$ cat src/rtl/m_useq.sv
// Microsequencer: selects the next control-store address from the MIR COND/JADDR
// fields, PSR flags and IR, holding while memory is busy and trapping on timeout.
module m_useq #(
  parameter int unsigned        AW        = 11,
  parameter int unsigned        STALL_MAX = 16,
  parameter logic [AW-1:0]      TRAP_ADDR = 11'h7F0
) (
  input  logic          clk,
  input  logic          rst,
  input  logic [40:0]   mir,
  input  logic [31:0]   ir,
  input  logic          psr_n,
  input  logic          psr_z,
  input  logic          psr_v,
  input  logic          psr_c,
  input  logic          mem_wait,
  output logic [AW-1:0] cs_addr,
  output logic          stalled,
  output logic          bus_err,
  output logic          taken
);

  localparam int unsigned CW = $clog2(STALL_MAX + 1);

  typedef enum logic [1:0] {
    RESET = 2'd0,
    RUN   = 2'd1,
    STALL = 2'd2
  } state_t;

  state_t         state, state_d;
  logic [AW-1:0]  addr_d;
  logic [CW-1:0]  cnt, cnt_d;
  logic           stalled_d, bus_err_d;

  logic [2:0]     cond;
  logic [AW-1:0]  jaddr;
  logic [AW-1:0]  seq_addr;
  logic [AW-1:0]  dec_addr;
  logic           mem_req;
  logic           hit;
  logic [AW-1:0]  next_addr;

  assign cond     = mir[13:11];
  assign jaddr    = AW'(mir[10:0]);
  assign mem_req  = mir[19] | mir[18];
  assign seq_addr = cs_addr + AW'(1);
  assign dec_addr = AW'({1'b1, ir[31:30], ir[24:19], 2'b00});

  logic unused_bits;
  assign unused_bits = ^{mir[40:20], mir[17:14], ir[29:25], ir[18:14], ir[12:0]};

  always_comb begin
    hit = 1'b0;
    case (cond)
      3'b001:  hit = psr_n;
      3'b010:  hit = psr_z;
      3'b011:  hit = psr_v;
      3'b100:  hit = psr_c;
      3'b101:  hit = ir[13];
      3'b110:  hit = 1'b1;
      3'b111:  hit = 1'b1;
      default: hit = 1'b0;
    endcase
  end

  assign next_addr = (cond == 3'b111) ? dec_addr :
                     hit              ? jaddr    : seq_addr;

  // Microinstruction 0 is implied during RESET, so no branch can be reported.
  assign taken = hit && (state != RESET);

  always_comb begin
    state_d   = state;
    addr_d    = cs_addr;
    cnt_d     = cnt;
    stalled_d = stalled;
    bus_err_d = bus_err;
    case (state)
      RESET: begin
        addr_d  = AW'(1);
        state_d = RUN;
      end
      RUN: begin
        if (mem_req && mem_wait) begin
          stalled_d = 1'b1;
          cnt_d     = CW'(1);
          state_d   = STALL;
        end else begin
          addr_d = next_addr;
        end
      end
      STALL: begin
        if (!mem_wait) begin
          addr_d    = next_addr;
          stalled_d = 1'b0;
          cnt_d     = '0;
          state_d   = RUN;
        end else if (cnt == CW'(STALL_MAX)) begin
          addr_d    = TRAP_ADDR;
          bus_err_d = 1'b1;
          stalled_d = 1'b0;
          cnt_d     = '0;
          state_d   = RUN;
        end else begin
          cnt_d = cnt + CW'(1);
        end
      end
      default: state_d = RESET;
    endcase
  end

  always_ff @(posedge clk or posedge rst) begin
    if (rst) begin
      state   <= RESET;
      cs_addr <= '0;
      cnt     <= '0;
      stalled <= 1'b0;
      bus_err <= 1'b0;
    end else begin
      state   <= state_d;
      cs_addr <= addr_d;
      cnt     <= cnt_d;
      stalled <= stalled_d;
      bus_err <= bus_err_d;
    end
  end

endmodule

$ cat config.mk
export PLATFORM = sky130hd
export DESIGN_NAME = m_useq
export DESIGN_NICKNAME = d
export VERILOG_FILES = /design/src/rtl/m_useq.sv
export SDC_FILE = /design/constraint.sdc
export NUM_CORES = 1
export LEC_CHECK = 0
export BUFFER_PORTS_ARGS = -buffer_cell sky130_fd_sc_hd__buf_2
export CAP_MARGIN = 20
export CORE_MARGIN = 10
export CORE_UTILIZATION = 39
export DETAILED_ROUTE_END_ITERATION = 16
export GPL_ROUTABILITY_DRIVEN = 0
export GPL_TIMING_DRIVEN = 1
export PLACE_DENSITY_LB_ADDON = 0.25
export SKIP_LAST_GASP = 1
export SLEW_MARGIN = 5
export SYNTH_ARGS = -nofsm -noshare
export SYNTH_HDL_FRONTEND = slang
export SYNTH_SLANG_ARGS = --single-unit
$ cat constraint.sdc
create_clock -name clk -period 2.2 [get_ports clk]
set_clock_uncertainty 0.1 [all_clocks]
set_input_delay 0.11 -clock clk [delete_from_list [all_inputs] [get_ports clk]]
set_output_delay 0.11 -clock clk [all_outputs]
set_load 0.005 [all_outputs]
==> results.toml <==
[outcome]
status = "finished, final reports clean"

[global_routing]
globalRouteTotalUtil_pct = 11.86
global_route.overflow_total = 0
grt_max_degree = 21
grt_first_pass_wirelength_um = 6513
grt_pass1_vias = 1426
initial_antenna_violation_count = 0

[finish]
diodes = 0
final_net_count = 314
area_delta_synth_final_pct = 23.98
layout.cells.most_common_list = "buf_2, nand2_1, dfrtp_1"
filler_cell_count = 355
post_route_cells_drive_above_1_share_pct = 29.20
commonest_non_fill_non_tap_cell_in_the_layout = "buf_2"

[drt]
met3_length_um = 273
final_ant_viol_nets = 0
detailroute.via_count = 1452
detail_route.first_pass.iterations = 4
met1_length_um = 1755
highest_signal_layer_in_the_routed_design = "met4"
detail_route.wl_per_cell_um = 14.67
drc = 0
drt_iter0_markers = 109
via_density_per_instance = 5.299
postRouteWirelength_um = 4020
detailroute.wirelength.met2_um = 1976

[floorplan]
total_core_area_um2 = 3689
initial_core_util_pct = 40.74
fp.dieArea_um2 = 6735
num_rows = 22
io-pin-count = 94
die_h_um = 82.07
die_w_um = 82.07

[timing]
final_hold_viol_count = 0
hold_ws_ps = 35.24
setup_repair_after_global_routing_missed_its_margin = "no"
fin_setup_tns_ps = 0
post-route-period-util_pct = 90.14
worst_slew_margin_rel_pct = 46.24
layout_min_cycle_time_ps = 1983
setup_violations = 0
drv_slew = 0
max_slew.worst_pin.slew_ps = 805.5
max_freq_mhz = 504.2

[cts]
cts_sinks = 20
hold_buffers = 1
insertion_delay_ps = 260
clockBufferDepth = 2
cts-root-buf = "clkbuf_8"
number_of_gates_resized_after_cts = 0
cts_buffers = 3
cts_tree = "done"
h-tree-depth = 1
clk_pin_slew_ps = 80
cts_setup_buffers = 0

[worst_hold_path]
worst_hold_startpoint = "mir[1]"
min_to = "cs_addr[1]"
timing.hold.worst_path_depth = 3
hold_path_class = "primary input to flop"

[synth]
post_synth.cell_area_avg_um2 = 8.490
synth.largest_area_cell = "dfrtp_1"
synth_cells = 177
synth_warnings = 0
syn-num-nets = 264
synth_enable_flop_cells = 0
ys.flop_type = "dfrtp_1"
synth-async-reset-ratio_pct = 100.0
netlist.area_leader.share_pct = 33.31
synth_cell_types = 45
ys_ff_latch = 20
sequential_cell_area_fraction_in_the_yosys_report_pct = 33.31
synth_area_um2 = 1503
netlist_top_cells_area = "dfrtp_1, ha_1, nand2_1, o21ai_0, mux2i_1"

[placement]
port_buf_inserts = 45
dp_hpwl_um = 3194

[setup_path]
reg2reg_setup_slack_ps = 220
worst-path-buf-inv = 2
worst_ep_required_time_ps = 2290
worstSetupStartpointType = "flop"
path_delay_family = "simple AND/OR/NAND/NOR gates"
critPathKind = "flop to flop"
worst_path_max_delay_cell = "or4_1"
crit-reg2reg-capture = "cnt[4]"
critical_path.startpoint = "state[0]"
critical_path_arrival_ps = 2070
crit_path_cell_trace = "inv_1, ha_1, buf_4, and2_1, nand2b_1, or4_1, o21ai_0"
worst_path_largest_cell_delay_ps = 490
cp_endpoint_kind = "flop"
reg2reg_depth = 7
critical_path_peak_fanout = 5
regToRegStartpoint = "state[0]"

[run]
timing.max_cap.violations = 0

[power_and_ir_drop]
irDropWorstVdd_v = 0.0005939
pwr_density_cell_nw_per_um2 = 1055
power.leakage_nw = 0.9138
cell usage after synthesis, types with 3 or more instances:
master,instances
nand2_1,21
dfrtp_1,20
nor2_1,15
o21ai_0,15
a21oi_1,11
inv_1,9
nand3_1,9
ha_1,7
mux2i_1,6
xor2_1,6
nand4_1,5
nor3_1,5
o221ai_1,5
a21o_1,3
clkbuf_1,3
routing by layer:
metal,GRT usage (%),up-vias
li1,-,738
met1,14.86,675
met2,19.91,35
met3,3.930,4
met4,1.361,0
met5,0,-
how the worst max path moves through the flow:
stage                  to  slack [ps]  depth (start not counted)
6_report           cnt[4]         220                          7
5_1_grt        cs_addr[4]          40                          7
4_1_cts            cnt[4]         230                          7
3_5_place_dp       cnt[4]         280                          7
3_3_place_gp       cnt[4]         290                          7
2_1_floorplan      cnt[4]         200                          8
tightest hold or removal path: cells and delay by family:
kind / cells / cell delay, ps
compound gates: 1 / 130
buf+inv: 1 / 70
mux: 1 / 50
registers in the layout, indices dropped and copies added (netlist names):
register  cells
cs_addr      11
cnt           5
state         2
bus_err       1
stalled       1
power breakdown:
group,total (mW),switching (mW),internal [mW],leakage [nW]
combinational,0.933,0.515,0.419,0.616
sequential,0.658,0.168,0.490,0.262
clock,0.374,0.131,0.243,0.0357
logic make-up (layout without fill, tap and decap cells):
family	Yosys count	after routing	share of synthesized area, %
simple gates	72	72	24.48
mux	7	7	4.996
buf+inv	15	64	5.162
fa+ha+maj	7	7	5.828
compound gates	48	48	21.57
flops	20	20	33.31
xor+xnor	8	8	4.663
stage by stage:
step | setup slack (ps) | area (µm²) | total power, mW | instances | util, %
final | 216.8 | 1863 | 1.966 | 274 | 50.51
after global routing | 38.33 | 1863 | 2.150 | 274 | 50.51
after CTS | 230.6 | 1863 | 1.981 | 274 | 50.51
after detailed placement | 276.8 | 1782 | 1.600 | 269 | 48.30
after global placement | 288.6 | 1782 | 1.593 | 269 | 48.30
after floorplan | 203.3 | 1503 | 1.264 | 177 | -
layout make-up:
type / count / area, µm² / share of cell area, %
repair buffers: 51 / 272.8 / 14.64
well taps: 48 / 60.06 / 3.224
clock inverters: 1 / 30.03 / 1.612
clock buffers: 3 / 41.29 / 2.216
flip-flops and latches: 20 / 500.5 / 26.86
multi-input cells: 142 / 924.6 / 49.63
inverters: 9 / 33.78 / 1.813
(Power assumes the default switching activity.)
